$ cat src/rtl/mc_axi4_cmd_pkg.sv
// Shared types and constants for the command-driven AXI4 single-beat master.
package mc_axi4_cmd_pkg;

  typedef enum logic [2:0] {
    ST_IDLE    = 3'd0,
    ST_WR_REQ  = 3'd1,
    ST_WR_RESP = 3'd2,
    ST_RD_REQ  = 3'd3,
    ST_RD_DATA = 3'd4
  } mc_cmd_state_t;

  localparam logic [1:0] AXI_BURST_INCR_C  = 2'b01;
  localparam logic [1:0] AXI_RESP_OKAY_C   = 2'b00;
  localparam logic [1:0] AXI_RESP_SLVERR_C = 2'b10;
  localparam logic [1:0] AXI_RESP_DECERR_C = 2'b11;

  localparam int unsigned STAT_BUSY_BIT_C  = 0;
  localparam int unsigned STAT_BRESP_LSB_C = 1;
  localparam int unsigned STAT_RRESP_LSB_C = 3;
  localparam int unsigned STAT_DROP_LSB_C  = 8;
  localparam int unsigned DROP_CNT_W_C     = 8;

  // AXI size code for a full-width beat (data width is 32 or 64).
  function automatic logic [2:0] axi_size_f(input int unsigned data_w);
    return (data_w == 64) ? 3'd3 : 3'd2;
  endfunction

endpackage

$ cat src/rtl/mc_axi4_cmd_master_if.sv
// AXI4 five-channel bundle between the command master and the memory controller.
interface mc_axi4_cmd_master_if #(
  parameter int unsigned AXI_DATA_WIDTH_C = 32,
  parameter int unsigned AXI_ADDR_WIDTH_C = 32,
  parameter int unsigned AXI_ID_WIDTH_C   = 4
);
  localparam int unsigned STRB_W = AXI_DATA_WIDTH_C / 8;

  logic [AXI_ID_WIDTH_C-1:0]   awid;
  logic [AXI_ADDR_WIDTH_C-1:0] awaddr;
  logic [7:0]                  awlen;
  logic [2:0]                  awsize;
  logic [1:0]                  awburst;
  logic                        awvalid;
  logic                        awready;

  logic [AXI_DATA_WIDTH_C-1:0] wdata;
  logic [STRB_W-1:0]           wstrb;
  logic                        wlast;
  logic                        wvalid;
  logic                        wready;

  logic [AXI_ID_WIDTH_C-1:0]   bid;
  logic [1:0]                  bresp;
  logic                        bvalid;
  logic                        bready;

  logic [AXI_ID_WIDTH_C-1:0]   arid;
  logic [AXI_ADDR_WIDTH_C-1:0] araddr;
  logic [7:0]                  arlen;
  logic [2:0]                  arsize;
  logic [1:0]                  arburst;
  logic                        arvalid;
  logic                        arready;

  logic [AXI_ID_WIDTH_C-1:0]   rid;
  logic [AXI_DATA_WIDTH_C-1:0] rdata;
  logic [1:0]                  rresp;
  logic                        rlast;
  logic                        rvalid;
  logic                        rready;

  modport master (
    output awid, awaddr, awlen, awsize, awburst, awvalid, input awready,
    output wdata, wstrb, wlast, wvalid, input wready,
    input  bid, bresp, bvalid, output bready,
    output arid, araddr, arlen, arsize, arburst, arvalid, input arready,
    input  rid, rdata, rresp, rlast, rvalid, output rready
  );

  modport slave (
    input  awid, awaddr, awlen, awsize, awburst, awvalid, output awready,
    input  wdata, wstrb, wlast, wvalid, output wready,
    output bid, bresp, bvalid, input bready,
    input  arid, araddr, arlen, arsize, arburst, arvalid, output arready,
    output rid, rdata, rresp, rlast, rvalid, input rready
  );

endinterface

$ cat src/rtl/mc_axi4_cmd_master.sv
// Turns register-bank write/read command pulses into single-beat AXI4 transactions,
// one outstanding at a time, and reports read data and status back to the register bank.
module mc_axi4_cmd_master
  import mc_axi4_cmd_pkg::*;
#(
  parameter int unsigned AXI_DATA_WIDTH_C = 32,
  parameter int unsigned AXI_ADDR_WIDTH_C = 32,
  parameter int unsigned AXI_ID_WIDTH_C   = 4,
  parameter int unsigned AXI_ID_C         = 0
) (
  input  logic                        clk,
  input  logic                        rst,
  input  logic [AXI_DATA_WIDTH_C-1:0] cr_axi_address,
  input  logic [AXI_DATA_WIDTH_C-1:0] cr_wdata,
  input  logic [AXI_DATA_WIDTH_C-1:0] cmd_mc_axi4_write,
  input  logic [AXI_DATA_WIDTH_C-1:0] cmd_mc_axi4_read,
  output logic [AXI_DATA_WIDTH_C-1:0] sr_mc_axi4_rdata,
  output logic [AXI_DATA_WIDTH_C-1:0] sr_mc_axi4_status,
  mc_axi4_cmd_master_if.master        axi
);

  localparam int unsigned DW = AXI_DATA_WIDTH_C;
  localparam int unsigned AW = AXI_ADDR_WIDTH_C;
  localparam int unsigned IW = AXI_ID_WIDTH_C;
  localparam int unsigned SW = DW / 8;

  localparam logic [2:0]    AXI_SIZE_C  = axi_size_f(DW);
  localparam logic [AW-1:0] ADDR_MASK_C = ~AW'((1 << AXI_SIZE_C) - 1);

  localparam logic [2:0] S_IDLE    = 3'(ST_IDLE);
  localparam logic [2:0] S_WR_REQ  = 3'(ST_WR_REQ);
  localparam logic [2:0] S_WR_RESP = 3'(ST_WR_RESP);
  localparam logic [2:0] S_RD_REQ  = 3'(ST_RD_REQ);
  localparam logic [2:0] S_RD_DATA = 3'(ST_RD_DATA);

  logic [2:0]              state, state_nxt;
  logic [AW-1:0]           addr_q, addr_nxt;
  logic [DW-1:0]           wdata_q, wdata_nxt;
  logic [DW-1:0]           rdata_q, rdata_nxt;
  logic                    awvalid_q, awvalid_nxt;
  logic                    wvalid_q, wvalid_nxt;
  logic                    bready_q, bready_nxt;
  logic                    arvalid_q, arvalid_nxt;
  logic                    rready_q, rready_nxt;
  logic                    busy_q, busy_nxt;
  logic [1:0]              bresp_q, bresp_nxt;
  logic [1:0]              rresp_q, rresp_nxt;
  logic [DROP_CNT_W_C-1:0] drop_q, drop_nxt;
  logic [DROP_CNT_W_C:0]   drop_sum;
  logic [1:0]              drops;
  logic                    wr_cmd, rd_cmd;
  logic                    aw_done, w_done;

  assign wr_cmd  = cmd_mc_axi4_write[0];
  assign rd_cmd  = cmd_mc_axi4_read[0];
  // A channel is done once it was accepted earlier or is being accepted now.
  assign aw_done = !awvalid_q || axi.awready;
  assign w_done  = !wvalid_q  || axi.wready;

  // Next-state and next-output logic.
  always_comb begin
    state_nxt   = state;
    addr_nxt    = addr_q;
    wdata_nxt   = wdata_q;
    rdata_nxt   = rdata_q;
    awvalid_nxt = awvalid_q;
    wvalid_nxt  = wvalid_q;
    bready_nxt  = bready_q;
    arvalid_nxt = arvalid_q;
    rready_nxt  = rready_q;
    bresp_nxt   = bresp_q;
    rresp_nxt   = rresp_q;
    drops       = 2'(wr_cmd) + 2'(rd_cmd);

    case (state)
      S_IDLE: begin
        drops = '0;
        if (wr_cmd) begin
          state_nxt   = S_WR_REQ;
          addr_nxt    = AW'(cr_axi_address) & ADDR_MASK_C;
          wdata_nxt   = cr_wdata;
          awvalid_nxt = 1'b1;
          wvalid_nxt  = 1'b1;
          drops       = 2'(rd_cmd);
        end else if (rd_cmd) begin
          state_nxt   = S_RD_REQ;
          addr_nxt    = AW'(cr_axi_address) & ADDR_MASK_C;
          arvalid_nxt = 1'b1;
        end
      end
      S_WR_REQ: begin
        if (axi.awready) awvalid_nxt = 1'b0;
        if (axi.wready)  wvalid_nxt  = 1'b0;
        if (aw_done && w_done) begin
          state_nxt  = S_WR_RESP;
          bready_nxt = 1'b1;
        end
      end
      S_WR_RESP: begin
        if (axi.bvalid) begin
          state_nxt  = S_IDLE;
          bready_nxt = 1'b0;
          bresp_nxt  = axi.bresp;
        end
      end
      S_RD_REQ: begin
        if (axi.arready) begin
          state_nxt   = S_RD_DATA;
          arvalid_nxt = 1'b0;
          rready_nxt  = 1'b1;
        end
      end
      S_RD_DATA: begin
        if (axi.rvalid) begin
          state_nxt  = S_IDLE;
          rready_nxt = 1'b0;
          rdata_nxt  = axi.rdata;
          rresp_nxt  = axi.rresp;
        end
      end
      default: begin
        state_nxt   = S_IDLE;
        awvalid_nxt = 1'b0;
        wvalid_nxt  = 1'b0;
        bready_nxt  = 1'b0;
        arvalid_nxt = 1'b0;
        rready_nxt  = 1'b0;
      end
    endcase

    drop_sum = (DROP_CNT_W_C+1)'(drop_q) + (DROP_CNT_W_C+1)'(drops);
    drop_nxt = drop_sum[DROP_CNT_W_C] ? '1 : drop_sum[DROP_CNT_W_C-1:0];
    busy_nxt = (state_nxt != S_IDLE);
  end

  always_ff @(posedge clk) begin
    if (rst) begin
      state     <= S_IDLE;
      addr_q    <= '0;
      wdata_q   <= '0;
      rdata_q   <= '0;
      awvalid_q <= 1'b0;
      wvalid_q  <= 1'b0;
      bready_q  <= 1'b0;
      arvalid_q <= 1'b0;
      rready_q  <= 1'b0;
      busy_q    <= 1'b0;
      bresp_q   <= AXI_RESP_OKAY_C;
      rresp_q   <= AXI_RESP_OKAY_C;
      drop_q    <= '0;
    end else begin
      state     <= state_nxt;
      addr_q    <= addr_nxt;
      wdata_q   <= wdata_nxt;
      rdata_q   <= rdata_nxt;
      awvalid_q <= awvalid_nxt;
      wvalid_q  <= wvalid_nxt;
      bready_q  <= bready_nxt;
      arvalid_q <= arvalid_nxt;
      rready_q  <= rready_nxt;
      busy_q    <= busy_nxt;
      bresp_q   <= bresp_nxt;
      rresp_q   <= rresp_nxt;
      drop_q    <= drop_nxt;
    end
  end

  assign axi.awid    = IW'(AXI_ID_C);
  assign axi.awaddr  = addr_q;
  assign axi.awlen   = 8'd0;
  assign axi.awsize  = AXI_SIZE_C;
  assign axi.awburst = AXI_BURST_INCR_C;
  assign axi.awvalid = awvalid_q;
  assign axi.wdata   = wdata_q;
  assign axi.wstrb   = {SW{1'b1}};
  assign axi.wlast   = 1'b1;
  assign axi.wvalid  = wvalid_q;
  assign axi.bready  = bready_q;
  assign axi.arid    = IW'(AXI_ID_C);
  assign axi.araddr  = addr_q;
  assign axi.arlen   = 8'd0;
  assign axi.arsize  = AXI_SIZE_C;
  assign axi.arburst = AXI_BURST_INCR_C;
  assign axi.arvalid = arvalid_q;
  assign axi.rready  = rready_q;

  assign sr_mc_axi4_rdata = rdata_q;

  // Status word assembled from registered fields only.
  always_comb begin
    sr_mc_axi4_status                                       = '0;
    sr_mc_axi4_status[STAT_BUSY_BIT_C]                      = busy_q;
    sr_mc_axi4_status[STAT_BRESP_LSB_C +: 2]                = bresp_q;
    sr_mc_axi4_status[STAT_RRESP_LSB_C +: 2]                = rresp_q;
    sr_mc_axi4_status[STAT_DROP_LSB_C +: DROP_CNT_W_C]      = drop_q;
  end

  logic unused_ok;
  assign unused_ok = ^{axi.bid, axi.rid, axi.rlast, cr_axi_address,
                       cmd_mc_axi4_write[DW-1:1], cmd_mc_axi4_read[DW-1:1]};

endmodule
$ cat src/flat_wrapper.sv
// flat-port wrapper written by rule: the top's interface ports become plain ports
module mc_axi4_cmd_master_flat import mc_axi4_cmd_pkg::*;
#(
  parameter int unsigned AXI_DATA_WIDTH_C = 32,
  parameter int unsigned AXI_ADDR_WIDTH_C = 32,
  parameter int unsigned AXI_ID_WIDTH_C   = 4,
  parameter int unsigned AXI_ID_C         = 0
)
  (clk, rst, cr_axi_address, cr_wdata, cmd_mc_axi4_write, cmd_mc_axi4_read, sr_mc_axi4_rdata, sr_mc_axi4_status, axi_awid, axi_awaddr, axi_awlen, axi_awsize, axi_awburst, axi_awvalid, axi_awready, axi_wdata, axi_wstrb, axi_wlast, axi_wvalid, axi_wready, axi_bid, axi_bresp, axi_bvalid, axi_bready, axi_arid, axi_araddr, axi_arlen, axi_arsize, axi_arburst, axi_arvalid, axi_arready, axi_rid, axi_rdata, axi_rresp, axi_rlast, axi_rvalid, axi_rready);
  mc_axi4_cmd_master_if #(.AXI_DATA_WIDTH_C(AXI_DATA_WIDTH_C), .AXI_ADDR_WIDTH_C(AXI_ADDR_WIDTH_C), .AXI_ID_WIDTH_C(AXI_ID_WIDTH_C)) axi_i ();
  input  logic clk;
  input  logic rst;
  input  logic [AXI_DATA_WIDTH_C-1:0] cr_axi_address;
  input  logic [AXI_DATA_WIDTH_C-1:0] cr_wdata;
  input  logic [AXI_DATA_WIDTH_C-1:0] cmd_mc_axi4_write;
  input  logic [AXI_DATA_WIDTH_C-1:0] cmd_mc_axi4_read;
  output logic [AXI_DATA_WIDTH_C-1:0] sr_mc_axi4_rdata;
  output logic [AXI_DATA_WIDTH_C-1:0] sr_mc_axi4_status;
  output wire logic [$bits(axi_i.awid)-1:0] axi_awid;
  output wire logic [$bits(axi_i.awaddr)-1:0] axi_awaddr;
  output wire logic [$bits(axi_i.awlen)-1:0] axi_awlen;
  output wire logic [$bits(axi_i.awsize)-1:0] axi_awsize;
  output wire logic [$bits(axi_i.awburst)-1:0] axi_awburst;
  output wire logic [$bits(axi_i.awvalid)-1:0] axi_awvalid;
  input wire logic [$bits(axi_i.awready)-1:0] axi_awready;
  output wire logic [$bits(axi_i.wdata)-1:0] axi_wdata;
  output wire logic [$bits(axi_i.wstrb)-1:0] axi_wstrb;
  output wire logic [$bits(axi_i.wlast)-1:0] axi_wlast;
  output wire logic [$bits(axi_i.wvalid)-1:0] axi_wvalid;
  input wire logic [$bits(axi_i.wready)-1:0] axi_wready;
  input wire logic [$bits(axi_i.bid)-1:0] axi_bid;
  input wire logic [$bits(axi_i.bresp)-1:0] axi_bresp;
  input wire logic [$bits(axi_i.bvalid)-1:0] axi_bvalid;
  output wire logic [$bits(axi_i.bready)-1:0] axi_bready;
  output wire logic [$bits(axi_i.arid)-1:0] axi_arid;
  output wire logic [$bits(axi_i.araddr)-1:0] axi_araddr;
  output wire logic [$bits(axi_i.arlen)-1:0] axi_arlen;
  output wire logic [$bits(axi_i.arsize)-1:0] axi_arsize;
  output wire logic [$bits(axi_i.arburst)-1:0] axi_arburst;
  output wire logic [$bits(axi_i.arvalid)-1:0] axi_arvalid;
  input wire logic [$bits(axi_i.arready)-1:0] axi_arready;
  input wire logic [$bits(axi_i.rid)-1:0] axi_rid;
  input wire logic [$bits(axi_i.rdata)-1:0] axi_rdata;
  input wire logic [$bits(axi_i.rresp)-1:0] axi_rresp;
  input wire logic [$bits(axi_i.rlast)-1:0] axi_rlast;
  input wire logic [$bits(axi_i.rvalid)-1:0] axi_rvalid;
  output wire logic [$bits(axi_i.rready)-1:0] axi_rready;
  assign axi_awid = axi_i.awid;
  assign axi_awaddr = axi_i.awaddr;
  assign axi_awlen = axi_i.awlen;
  assign axi_awsize = axi_i.awsize;
  assign axi_awburst = axi_i.awburst;
  assign axi_awvalid = axi_i.awvalid;
  assign axi_i.awready = axi_awready;
  assign axi_wdata = axi_i.wdata;
  assign axi_wstrb = axi_i.wstrb;
  assign axi_wlast = axi_i.wlast;
  assign axi_wvalid = axi_i.wvalid;
  assign axi_i.wready = axi_wready;
  assign axi_i.bid = axi_bid;
  assign axi_i.bresp = axi_bresp;
  assign axi_i.bvalid = axi_bvalid;
  assign axi_bready = axi_i.bready;
  assign axi_arid = axi_i.arid;
  assign axi_araddr = axi_i.araddr;
  assign axi_arlen = axi_i.arlen;
  assign axi_arsize = axi_i.arsize;
  assign axi_arburst = axi_i.arburst;
  assign axi_arvalid = axi_i.arvalid;
  assign axi_i.arready = axi_arready;
  assign axi_i.rid = axi_rid;
  assign axi_i.rdata = axi_rdata;
  assign axi_i.rresp = axi_rresp;
  assign axi_i.rlast = axi_rlast;
  assign axi_i.rvalid = axi_rvalid;
  assign axi_rready = axi_i.rready;
  mc_axi4_cmd_master #(.AXI_DATA_WIDTH_C(AXI_DATA_WIDTH_C), .AXI_ADDR_WIDTH_C(AXI_ADDR_WIDTH_C), .AXI_ID_WIDTH_C(AXI_ID_WIDTH_C), .AXI_ID_C(AXI_ID_C)) u_core (.clk(clk), .rst(rst), .cr_axi_address(cr_axi_address), .cr_wdata(cr_wdata), .cmd_mc_axi4_write(cmd_mc_axi4_write), .cmd_mc_axi4_read(cmd_mc_axi4_read), .sr_mc_axi4_rdata(sr_mc_axi4_rdata), .sr_mc_axi4_status(sr_mc_axi4_status), .axi(axi_i));
endmodule
$ cat config.mk
export PLATFORM = sky130hd
export DESIGN_NAME = mc_axi4_cmd_master_flat
export DESIGN_NICKNAME = d
export VERILOG_FILES = /design/src/rtl/mc_axi4_cmd_pkg.sv /design/src/rtl/mc_axi4_cmd_master_if.sv /design/src/rtl/mc_axi4_cmd_master.sv /design/src/flat_wrapper.sv
export SDC_FILE = /design/constraint.sdc
export NUM_CORES = 1
export LEC_CHECK = 0
export ABC_AREA = 1
export BUFFER_PORTS_ARGS = -buffer_cell sky130_fd_sc_hd__buf_2
export CAP_MARGIN = 20
export CORE_AREA = 5 5 145 147
export DETAILED_ROUTE_END_ITERATION = 8
export DIE_AREA = 0 0 150 152
export SETUP_SLACK_MARGIN = 0.4
export SYNTH_ARGS = -nofsm -noshare
export SYNTH_HDL_FRONTEND = slang
export SYNTH_SLANG_ARGS = --single-unit
$ cat constraint.sdc
create_clock -name clk -period 3.5 [get_ports clk]
set_clock_uncertainty 0.1 [all_clocks]
set_input_delay 0.175 -clock clk [delete_from_list [all_inputs] [get_ports clk]]
set_output_delay 0.175 -clock clk [all_outputs]
set_load 0.005 [all_outputs]
-- Word level (Yosys, flattened, before mapping)
Cells that the tools add are included.
- bits in registers: 117
- bits of input ports: 180
- output and inout bits: 204
- word-level logic and storage cells: 80
- add/sub/neg operators: 2
- eq/ne operators: 13
- mux-type cells: 27
- bitwise gates (word level): 4
- reductions and logical operators: 21
- operator list (operator ; number):
    2-to-1 mux 32 bit ; 2
    2-to-1 mux 3 bit ; 6
    != test 2 bit, second input constant ; 8
    case mux 1 bit (3 select lines) ; 5
    case mux 3 bit (5 select lines) ; 1
    AND reduction 3 bit ; 4
    OR reduction 3 bit ; 4
    2-to-1 mux 1 bit ; 11
    adder 8 x 2 -> 9 bit ; 1
    2-to-1 mux 8 bit ; 1
    AND reduction 2 bit ; 4
    equality test 3 x 2 -> 1 bit, second input constant ; 2
    NOT 1 bit ; 4
    AND reduction 4 bit ; 1
    equality test 3 x 1 -> 1 bit, second input constant ; 1
    equality test 3 bit, second input constant ; 1
    logical NOT 3 bit ; 1
    nonzero test 3 bit ; 1
    adder 1 x 1 -> 2 bit ; 1
    logical NOT 1 bit ; 2
    logical OR 1 bit ; 2
    2-to-1 mux 2 bit ; 1
    != test 2 x 1 -> 1 bit, second input constant ; 1
    nonzero test 2 bit ; 1
    logical AND 1 bit ; 1

-- Longest topological paths before layout
Gate-level depths: netlist of the first run.
- depth in word-level cells: 6
- gate-level depth with buffers: 15
- mapped depth without buffers: 14

-- Worst setup path after synthesis of the first run
OpenSTA, ideal clock, no wires.
- kind: in2reg
- from: input cmd_mc_axi4_write[0]
- to: register u_core.drop_q[3]
- library setup time: 0.057 ns
- arrival time: 2.088 ns
- data required time: 3.343 ns
- slack: 1.255 ns
- cell stages on the path: 15
- path buffers: 1
- cells stage by stage: clkbuf_1 -> inv_1 -> ha_1 -> nand2_1 -> o21ai_0 -> ha_1 -> inv_1 -> fa_1 -> nor2_1 -> nand4_1 -> inv_1 -> nand2_1 -> o21ai_0 -> nand2_1 -> inv_1
- longest elaborated chain between the ends: 4
- elaborated cells on any way between the ends: 5
- those cells by class: add/sub (2); mux (3)
- ends and longest elaborated chain (element ; line ; source):
    start: declaration ; flat_wrapper.sv:15 ; input logic [AXI_DATA_WIDTH_C-1:0] cmd_mc_axi4_write;
    adder 1 x 1 -> 2 bit / 2-to-1 mux 1 bit (equally long branches) ; mc_axi4_cmd_master.sv:73, mc_axi4_cmd_master.sv:78 ;
    2-to-1 mux 2 bit * ; mc_axi4_cmd_master.sv:75 ; case (state)
    adder 8 x 2 -> 9 bit * ; mc_axi4_cmd_master.sv:131 ; drop_sum = (DROP_CNT_W_C+1)'(drop_q) + (DROP_CNT_W_C+1)'(drops);
    2-to-1 mux 8 bit * ; mc_axi4_cmd_master.sv:132 ; drop_nxt = drop_sum[DROP_CNT_W_C] ? '1 : drop_sum[DROP_CNT_W_C-1:0];
    end signal: assignment ; mc_axi4_cmd_master.sv:164 ; drop_q <= drop_nxt;
    end: declaration ; mc_axi4_cmd_master.sv:48 ; logic [DROP_CNT_W_C-1:0] drop_q, drop_nxt;
Every way passes the cells marked *; elsewhere a longest branch is shown, timed or not.
A chain may end at the register's enable or synchronous reset.

-- Worst setup path in the final report of the first run
- from: register u_core.state[2]
- to: register u_core.drop_q[3]
- longest elaborated chain between the ends: 4
- ends and longest elaborated chain (element ; line ; source):
    start: declaration ; mc_axi4_cmd_master.sv:36 ; logic [2:0] state, state_nxt;
    start signal: assignment ; mc_axi4_cmd_master.sv:152 ; state <= state_nxt;
    logical NOT 3 bit ; mc_axi4_cmd_master.sv:75 ;
    2-to-1 mux 2 bit ; mc_axi4_cmd_master.sv:75 ;
    adder 8 x 2 -> 9 bit ; mc_axi4_cmd_master.sv:131 ;
    2-to-1 mux 8 bit ; mc_axi4_cmd_master.sv:132 ;
No other way between the ends.

==> flow_metrics.env, run 1 <==
export IMPL_critical_path_class="reg -> reg"
export IMPL_drtIter0Drc=212
export IMPL_rsz0062_at_grt="no"
export IMPL_synth_area_leaders="dfxtp_1, buf_4, a21oi_1"
export IMPL_synth_cells=682
export IMPL_h_tree_depth=4
export IMPL_drt_wl_total_um=16700
export IMPL_drcViolationCount=0
export IMPL_p_seq_share_pct=36.2
export IMPL_multi_input_area_um2=2000
export IMPL_period_needed_ps=2710
export IMPL_endpoint_kind="flop"
export IMPL_ys_flop_type="dfxtp_1"
export IMPL_cts_setup_buffers=0
export IMPL_p_int_w=0.00307
export IMPL_mostFrequentLayoutCells="buf_2, dfxtp_1, a21oi_1"
export IMPL_die_h_um=152
export IMPL_cts_root_buffer="clkbuf_16"
export IMPL_fmax_ghz=0.369
export IMPL_gp_congestion=0.745
export IMPL_num_antenna_cells=0
export IMPL_grt_max_degree=74
export IMPL_cts_inserted_buffers=17
export IMPL_irDropWorstVdd_mv=0.306
export IMPL_cts_resized=0
export IMPL_globalRouteTotalUtil_pct=14.1
export IMPL_initial_core_util_pct=26.4
export IMPL_core_area_um2=19800
export IMPL_async_flop_share_pct=0
export IMPL_grt_pass1_vias=5008
export IMPL_dr_total_vias=5249
export IMPL_fill_cells=2002
export IMPL_postSynthRegisterBits=115
export IMPL_finalSetupViolations=0
export IMPL_synth_enable_flop_cells=0
export IMPL_worst_slew_pin_slew_ps=814
export IMPL_dp_cells=1133
export IMPL_drv_cap=0
export IMPL_area_delta_synth_final_pct=49.4
export IMPL_nNetsFinal=1167
export IMPL_cts_tree="yes"
export IMPL_yosysSeqAreaShare_pct=44.0
export IMPL_ant_nets=0
export IMPL_overflow=0
export IMPL_r2r_cells=13
export IMPL_slew_headroom_pct=45.7
export IMPL_detail_route_vias_per_cell=4.15
export IMPL_drive_gt1_share_pct=29.7
export IMPL_cellPowerDensity_nw_per_um2=546
export IMPL_grt_antenna_before_repair=4
export IMPL_cts_sinks=115
export IMPL_swShare_pct=28.1
export IMPL_clk_latency_ps=410
export IMPL_critical_path_peak_fanout=35
export IMPL_post_route_period_util_pct=77.3
export IMPL_required_ps=3750
export IMPL_tns_ps=0
export IMPL_yosys_area_top_type_share_pct=44.0
export IMPL_clockPowerShare_pct=43.6
export IMPL_die_w_um=150
export IMPL_syn_avg_cell_area_um2=7.67
export IMPL_finalHoldViolCount=0
export IMPL_arrival_ps=2960
export IMPL_holdPathStages=5
export IMPL_yosysWarnings=0
export IMPL_p_total_w=0.00427
export IMPL_yosys_area_top_type="dfxtp_1"
export IMPL_cts_buffer_depth=2
export IMPL_synth_cell_types=27
export IMPL_status="finished clean"
export IMPL_dp_hpwl_um=10700
export IMPL_power_switching_w=0.00120
export IMPL_finalNonFillerCells=1265
export IMPL_regArea_um2=2300
export IMPL_grt_pass1_wl_um=25700
export IMPL_leakage_nw=3.78
export IMPL_clk_pin_slew_ps=60
export IMPL_pin_count=384
export IMPL_wl_per_cell_um=13.2
export IMPL_std_cell_rows=52
export IMPL_holdBufCountCts=99
export IMPL_numPortBuffers=248
export IMPL_mostFrequentLayoutCell="buf_2"
export IMPL_netlist_area_um2=5230
export IMPL_report_final_slew_viol_count=0
export IMPL_combPwrFrac_pct=20.2
export IMPL_cp_start_kind="flop"
export IMPL_first_pass_iters=5
export IMPL_dieArea_um2=22800
export IMPL_hp_class="in -> reg"
## synth_stat cells (3+ instances only)
master,n
dfxtp_1,115
a21oi_1,105
nand2_1,100
buf_4,93
nand3_1,75
inv_1,61
nor2_1,31
o21ai_1,28
clkbuf_1,19
buf_2,12
o21ai_0,9
buf_6,7
ha_1,4
inv_2,3
nand4_1,3
## layer usage
layer | global-route usage (%) | vias up | share of wire [%]
met4 | 4.97 | 8 | 2.1
met1 | 15.6 | 2329 | 39
li1 | - | 2641 | -
met3 | 5.51 | 32 | 9.5
met2 | 24.3 | 239 | 49
met5 | 0 | - | 0.32
## through the flow
step | area, um2 | setup WS (ps) | hold slack (ps) | util [%]
2_1_floorplan | 5450 | 1260 | 210 | -
3_3_place_gp | 6160 | 773 | 335 | 31.1
3_5_place_dp | 6160 | 745 | 345 | 31.1
4_1_cts | 7780 | 729 | 46.3 | 39.4
5_1_grt | 7810 | 545 | 81.9 | 39.5
6_report | 7810 | 793 | 61.7 | 39.5
## cell families after synthesis
logic type                 after synthesis  share of synthesized area [%]
buffers and inverters                  196                           22.0
other                                    2                          0.144
adders and majority gates                5                           1.34
and+or+nand+nor                        217                           18.0
xor gates and xnor gates                 2                          0.335
DFF                                    115                           44.0
AOI/OAI and AO/OA                      145                           14.1
## power groups by stage
stage	combinational [W]	clock [W]	sequential (W)
floorplan	0.000588	0	0.00158
global placement	0.000775	0	0.00157
detailed placement	0.000782	0	0.00157
CTS	0.000872	0.00192	0.00154
global route	0.000985	0.00199	0.00156
finish	0.000864	0.00186	0.00154
## path summary, 6_finish.rpt
path	from	to	slack, ps
min reg2reg	u_core.axi.araddr[27]$_SDFFE_PP0P_	u_core.axi.araddr[27]$_SDFFE_PP0P_	350
max reg2reg	u_core.state[2]$_SDFF_PP0_	u_core.drop_q[3]$_SDFF_PP0_	790
min	axi_awready	u_core.axi.awvalid$_SDFFE_PP0P_	60
max	u_core.state[2]$_SDFF_PP0_	u_core.drop_q[3]$_SDFF_PP0_	790
## state kept, by name, indices dropped and copies added, names as in the netlist, 2 cells and up
register and cells:
u_core.sr_mc_axi4_rdata 32, u_core.state 3, u_core.rresp_q 2, u_core.axi.araddr 30
u_core.bresp_q 2, u_core.axi.wdata 32, u_core.drop_q 8
## area by class of cell
class                   instances  area share (%)
well taps                     270            4.32
clock inverters                12            2.29
flip-flops and latches        115            29.5
clock buffers                  20            5.85
inverters                      64            3.07
multi-input cells             431            25.6
repair buffers                353            29.4
## worst max-delay path, cell delays in order, from the launching register on
cell     delay (ps)
dfxtp_1         460
inv_2            90
nand2_4         110
inv_2           250
nor2_1          280
inv_1            90
fa_1            440
nor2_1          160
nand4_1         140
inv_1           100
nand2_1         150
o21ai_0         140
nand2_1          80
inv_1            60
(Power assumes the default switching activity.)
==> inputs of run 2 (changes only) <==
--- a/config.mk
+++ b/config.mk
@@ -5,12 +5,12 @@
 export SDC_FILE = /design/constraint.sdc
 export NUM_CORES = 1
 export LEC_CHECK = 0
-export ABC_AREA = 1
+export ABC_AREA = 0
 export BUFFER_PORTS_ARGS = -buffer_cell sky130_fd_sc_hd__buf_2
 export CAP_MARGIN = 20
-export CORE_AREA = 5 5 145 147
+export CORE_AREA = 5 5 144 146
 export DETAILED_ROUTE_END_ITERATION = 8
-export DIE_AREA = 0 0 150 152
+export DIE_AREA = 0 0 149 151
 export SETUP_SLACK_MARGIN = 0.4
 export SYNTH_ARGS = -nofsm -noshare
 export SYNTH_HDL_FRONTEND = slang
==> constraint.sdc (replaced) <==
create_clock -name clk -period 2.65 [get_ports clk]
set_clock_uncertainty 0.1 [all_clocks]
set_input_delay 0.1325 -clock clk [delete_from_list [all_inputs] [get_ports clk]]
set_output_delay 0.1325 -clock clk [all_outputs]
set_load 0.005 [all_outputs]
==> flow_metrics.env, run 2 <==
export IMPL_synth_cells=629
export IMPL_finalSetupViolations=0
export IMPL_report_final_slew_viol_count=0
export IMPL_p_total_w=0.00563
export IMPL_detail_route_vias_per_cell=4.04
export IMPL_netlist_area_um2=5040
export IMPL_finalHoldViolCount=0
export IMPL_fill_cells=1953
export IMPL_cts_buffer_depth=2
export IMPL_yosysMostFrequentCell="nand2_1"
export IMPL_initial_core_util_pct=26.1
export IMPL_r2r_cells=9
export IMPL_yosysSeqAreaShare_pct=45.7
export IMPL_syn_avg_cell_area_um2=8.01
export IMPL_first_pass_iters=4
export IMPL_finalInstanceArea_um2=7820
export IMPL_place_area_um2=6040
export IMPL_cts_root_buffer="clkbuf_16"
export IMPL_globalRouteTotalUtil_pct=13.3
export IMPL_dp_hpwl_um=10700
export IMPL_worst_hold_path_endpoint="u_core.axi.arvalid$_SDFFE_PP0P_"
export IMPL_overflow=0
export IMPL_synth_enable_flop_cells=0
export IMPL_drcViolationCount=0
export IMPL_yosysWarnings=0
export IMPL_hp_class="in -> reg"
export IMPL_worstReg2RegStart="u_core.state[1]$_SDFF_PP0_"
export IMPL_ant_nets=0
export IMPL_nNetsFinal=1129
export IMPL_clk_pin_slew_ps=60
export IMPL_grt_pass1_wl_um=23700
export IMPL_arrival_ps=2440
export IMPL_r2r_end="u_core.drop_q[5]$_SDFF_PP0_"
export IMPL_std_cell_rows=51
export IMPL_post_route_period_util_pct=83.5
export IMPL_period_needed_ps=2210
export IMPL_regToRegSetupSlack_ps=440
export IMPL_grt_max_degree=50
export IMPL_cellPowerDensity_nw_per_um2=720
export IMPL_fmax_ghz=0.452
export IMPL_cts_tree="yes"
export IMPL_cts_inserted_buffers=17
export IMPL_grt_antenna_before_repair=1
export IMPL_wl_per_cell_um=13.0
export IMPL_synth_common_cells="nand2_1, dfxtp_1, a21oi_1"
export IMPL_leakage_nw=3.68
export IMPL_core_area_um2=19300
export IMPL_holdPathStages=3
export IMPL_h_tree_depth=4
export IMPL_die_w_um=149
export IMPL_dr_total_vias=4938
export IMPL_tns_ps=0
export IMPL_synth_area_leaders="dfxtp_1, nand2_1, buf_4"
export IMPL_clk_latency_ps=400
export IMPL_mostFrequentLayoutCells="buf_2, nand2_1, dfxtp_1"
export IMPL_cts_sinks=115
export IMPL_async_flop_share_pct=0
export IMPL_status="finished clean"
export IMPL_synth_cell_types=40
export IMPL_required_ps=2880
export IMPL_drv_cap=0
export IMPL_endpoint_kind="flop"
export IMPL_grt_pass1_vias=4717
export IMPL_irDropWorstVdd_mv=0.471
export IMPL_numPortBuffers=248
export IMPL_ys_flop_type="dfxtp_1"
export IMPL_worst_slew_pin_slew_ps=516
export IMPL_critical_path_class="reg -> reg"
export IMPL_drtIter0Drc=148
export IMPL_slew_headroom_pct=65.6
export IMPL_cp_start_kind="flop"
export IMPL_yosys_area_top_type_share_pct=45.7
export IMPL_yosys_area_top_type="dfxtp_1"
export IMPL_postSynthRegisterBits=115
export IMPL_drive_gt1_share_pct=32.9
export IMPL_holdWs_ps=25.3
export IMPL_mostFrequentLayoutCell="buf_2"
export IMPL_drt_wl_total_um=15900
export IMPL_gp_congestion=0.731
export IMPL_rsz0062_at_grt="yes"
export IMPL_pin_count=384
export IMPL_area_delta_synth_final_pct=55.2
export IMPL_die_h_um=151
export IMPL_critical_path_peak_fanout=6
export IMPL_min_from="cmd_mc_axi4_read[0]"
export IMPL_dieArea_um2=22500
## run 2: cell types whose count changed after synthesis, sizes merged, moves of 5 or more
cell	delta
nand2	+96
nand3	-70
inv	-53
o21ai	-37
nor2	-20
nand2b	+5
## run 2: critical path: stages, from the launching register on
cell and delay [ps]:
dfxtp_2 330, nor3_4 210, mux2_4 200, ha_4 130
inv_2 40, fa_2 400, and3b_1 240, and3_4 220
nand3_4 130, a21oi_1 150
## run 2: metrics by stage
step | utilization (%) | cells | setup slack (ps)
2_1_floorplan | - | 689 | 440
3_3_place_gp | 31.3 | 1084 | 376
3_5_place_dp | 31.3 | 1084 | 348
4_1_cts | 40.2 | 1219 | 409
5_1_grt | 40.6 | 1223 | 351
6_report | 40.6 | 1223 | 438
## run 2: logic make-up after synthesis
group | synth area share, %
other cells | 0.149
simple gates | 19.3
mux | 0.820
compound gates | 13.1
fa+ha+maj | 1.39
buf+inv | 18.8
xor+xnor | 0.696
flops | 45.7
## run 2: final cells by class
type	instances	area [um2]	share of cell area, %
inverter	11	41.3	0.528
tap	265	332	4.24
antenna	1	2.50	0.0320
clock inverter	13	230	2.95
clock buffer	19	453	5.79
sequential	115	2300	29.5
multi-input combinational	434	2070	26.4
timing repair buffer	365	2390	30.5
## run 2: power breakdown
| group | switching [W] | leakage (nW) | total, W | internal (W) |
|---|---|---|---|---|
| registers | 0.0000863 | 0.939 | 0.00197 | 0.00188 |
| clock network | 0.000818 | 0.325 | 0.00263 | 0.00181 |
| logic | 0.000549 | 2.41 | 0.00103 | 0.000481 |
## run 2: repair_timing
item	4_1_cts	5_1_grt
hold buffers	101	0
resized for setup	0	12
buffers inserted	2	3
pin swaps	1	5
hold endpoints to repair	102	0
endpoints found under the setup margin	6	7
## run 2: routing by layer
| layer | share of wire (%) | wire [um] | track usage [%] | vias to the layer above |
|---|---|---|---|---|
| met5 | 0 | 0 | 0 | - |
| met4 | 1.7 | 264 | 4.26 | 0 |
| met3 | 9.5 | 1520 | 5.33 | 18 |
| met2 | 50 | 7890 | 23.8 | 199 |
| met1 | 39 | 6270 | 14.2 | 2218 |
| li1 | - | - | - | 2503 |
## run 2: worst max-delay path by stage
stage	startpoint	to	slack (ps)	cells after the start
3_5_place_dp	u_core.state[1]$_SDFF_PP0_	u_core.drop_q[0]$_SDFF_PP0_	350	9
5_1_grt	u_core.state[1]$_SDFF_PP0_	u_core.drop_q[1]$_SDFF_PP0_	350	9
2_1_floorplan	u_core.state[1]$_SDFF_PP0_	u_core.drop_q[0]$_SDFF_PP0_	440	10
3_3_place_gp	u_core.state[1]$_SDFF_PP0_	u_core.drop_q[0]$_SDFF_PP0_	380	9
6_report	u_core.state[1]$_SDFF_PP0_	u_core.drop_q[5]$_SDFF_PP0_	440	9
4_1_cts	u_core.state[2]$_SDFF_PP0_	u_core.drop_q[0]$_SDFF_PP0_	410	9
==> inputs of run 3 (changes only) <==
==> constraint.sdc (replaced) <==
create_clock -name clk -period 2.1 [get_ports clk]
set_clock_uncertainty 0.1 [all_clocks]
set_input_delay 0.105 -clock clk [delete_from_list [all_inputs] [get_ports clk]]
set_output_delay 0.105 -clock clk [all_outputs]
set_load 0.005 [all_outputs]
==> flow_metrics.env, run 3 (synthesized netlist as in run 2, its figures left out) <==
export IMPL_status="complete, but fails checks"
export IMPL_violations="setup timing"
export IMPL_r2r_end="u_core.drop_q[2]$_SDFF_PP0_"
export IMPL_p_int_w=0.00465
export IMPL_clk_pin_slew_ps=50
export IMPL_dr_total_vias=4961
export IMPL_grt_antenna_before_repair=1
export IMPL_gp_congestion=0.734
export IMPL_drcViolationCount=0
export IMPL_drv_cap=0
export IMPL_cts_tree="yes"
export IMPL_hp_class="in -> reg"
export IMPL_worstReg2RegStart="u_core.state[2]$_SDFF_PP0_"
export IMPL_maxUsedRoutingLayer="met5"
export IMPL_grt_pass1_vias=4767
export IMPL_cellPowerDensity_nw_per_um2=838
export IMPL_post_route_period_util_pct=101
export IMPL_leakage_nw=3.65
export IMPL_clockPowerShare_pct=41.5
export IMPL_nNetsFinal=1132
export IMPL_die_h_um=151
export IMPL_grt_max_degree=55
export IMPL_initial_core_util_pct=26.1
export IMPL_area_delta_synth_final_pct=54.1
export IMPL_holdPathStages=4
export IMPL_pin_count=384
export IMPL_std_cell_rows=51
export IMPL_met1_length_um=6300
export IMPL_arrival_ps=2340
export IMPL_report_final_slew_viol_count=0
export IMPL_cp_start_kind="flop"
export IMPL_cts_buffer_depth=2
export IMPL_swShare_pct=28.5
export IMPL_regToRegSetupSlack_ps=-10
export IMPL_cts_sinks=115
export IMPL_clk_latency_ps=400
export IMPL_finalHoldViolCount=0
export IMPL_wl_per_cell_um=13.2
export IMPL_endpoint_kind="flop"
export IMPL_p_total_w=0.00651
export IMPL_p_seq_share_pct=38.2
export IMPL_finalSetupViolations=5
export IMPL_critical_path_peak_fanout=6
export IMPL_overflow=0
export IMPL_numPortBuffers=248
export IMPL_drive_gt1_share_pct=32.9
export IMPL_grt_pass1_wl_um=24100
export IMPL_num_antenna_cells=0
export IMPL_power_switching_w=0.00185
export IMPL_irDropWorstVdd_mv=0.527
export IMPL_finalWorstSetupSlack_ps=-12.4
export IMPL_first_pass_iters=5
export IMPL_fmax_ghz=0.473
export IMPL_drt_wl_total_um=16100
export IMPL_core_area_um2=19300
export IMPL_worst_hold_path_endpoint="u_core.axi.rready$_SDFFE_PP0P_"
export IMPL_dpl_worst_slack_ps=-20.5
export IMPL_r2r_cells=9
export IMPL_h_tree_depth=4
export IMPL_wl_met3_um=1480
export IMPL_tns_ps=-37.3
export IMPL_wl_met2_um=8080
export IMPL_required_ps=2330
export IMPL_cts_inserted_buffers=17
export IMPL_globalRouteTotalUtil_pct=13.5
export IMPL_ant_nets=0
export IMPL_critical_path_class="reg -> reg"
export IMPL_min_from="axi_rvalid"
export IMPL_combPwrFrac_pct=20.3
export IMPL_rsz0062_at_grt="yes"
export IMPL_detail_route_vias_per_cell=4.05
export IMPL_mostFrequentLayoutCell="buf_2"
export IMPL_drtIter0Drc=203
export IMPL_mostFrequentLayoutCells="buf_2, nand2_1, dfxtp_1"
export IMPL_dp_hpwl_um=10800
export IMPL_period_needed_ps=2110
export IMPL_cts_root_buffer="clkbuf_16"
export IMPL_dieArea_um2=22500
export IMPL_die_w_um=149
-- run 3: cell count changes in the layout (fill, tap and decap cells not counted), moves of 3 or more --
cell       delta
bufinv_16     -5
a21oi_1       +4
a21oi_2       -4
buf_12        +3
buf_4         -3
clkinv_2      +3
-- run 3: layout make-up --
cell class	count	area (um2)
multi-input combinational	434	2070
sequential	115	2300
inverter	11	41.3
clock inverter	13	111
clock buffer	19	443
tap	265	332
timing repair buffer	368	2460
fill	1961	11500
-- run 3: timing repair --
action | CTS | global route
resized for setup | 4 | 6
gates cloned | 0 | 0
setup buffers | 0 | 2
hold buffers | 102 | 0
hold endpoints to repair | 104 | 0
pin swaps | 0 | 1
endpoints found under the setup margin | 32 | 23
-- run 3: worst max-delay path, cell delays in order, from the launching register on --
cell,delay [ps]
dfxtp_2,330
nor3_4,200
mux2_4,200
ha_4,120
inv_2,30
fa_2,320
and3b_2,250
and3_4,210
nand3_4,120
a21oi_1,160
-- run 3: worst max-delay path by stage --
stage / start / end / slack [ps] / cells past startpoint
2_1_floorplan: u_core.state[1]$_SDFF_PP0_ / u_core.drop_q[0]$_SDFF_PP0_ / -10 / 10
3_3_place_gp: u_core.state[2]$_SDFF_PP0_ / u_core.drop_q[1]$_SDFF_PP0_ / -2 / 9
3_5_place_dp: u_core.state[2]$_SDFF_PP0_ / u_core.drop_q[4]$_SDFF_PP0_ / -20 / 9
4_1_cts: u_core.state[2]$_SDFF_PP0_ / u_core.drop_q[5]$_SDFF_PP0_ / -30 / 9
5_1_grt: u_core.state[2]$_SDFF_PP0_ / u_core.drop_q[4]$_SDFF_PP0_ / -110 / 9
6_report: u_core.state[2]$_SDFF_PP0_ / u_core.drop_q[2]$_SDFF_PP0_ / -10 / 9
-- run 3: power by group through the flow --
| stage | clock (W) | sequential (W) | combinational, W |
|---|---|---|---|
| floorplan | 0 | 0.00254 | 0.000804 |
| global placement | 0 | 0.00252 | 0.00115 |
| detailed placement | 0 | 0.00253 | 0.00115 |
| CTS | 0.00280 | 0.00248 | 0.00131 |
| global route | 0.00289 | 0.00251 | 0.00148 |
| finish | 0.00270 | 0.00249 | 0.00132 |
-- run 3: metal layers --
metal,track usage (%),vias up
met4,4.58,2
met3,5.27,21
met2,23.9,208
li1,-,2505
met5,0,-
met1,14.8,2225
-- run 3: metrics by stage --
| step | hold WS, ps | cell area [um2] | util (%) | cells |
|---|---|---|---|---|
| 6_report | 35.5 | 7760 | 40.3 | 1225 |
| 3_3_place_gp | 240 | 6140 | 31.8 | 1089 |
| 3_5_place_dp | 247 | 6140 | 31.8 | 1089 |
| 4_1_cts | 2.58 | 7720 | 40.1 | 1223 |
| 2_1_floorplan | 141 | 5300 | - | 689 |
| 5_1_grt | 46.4 | 7760 | 40.3 | 1225 |
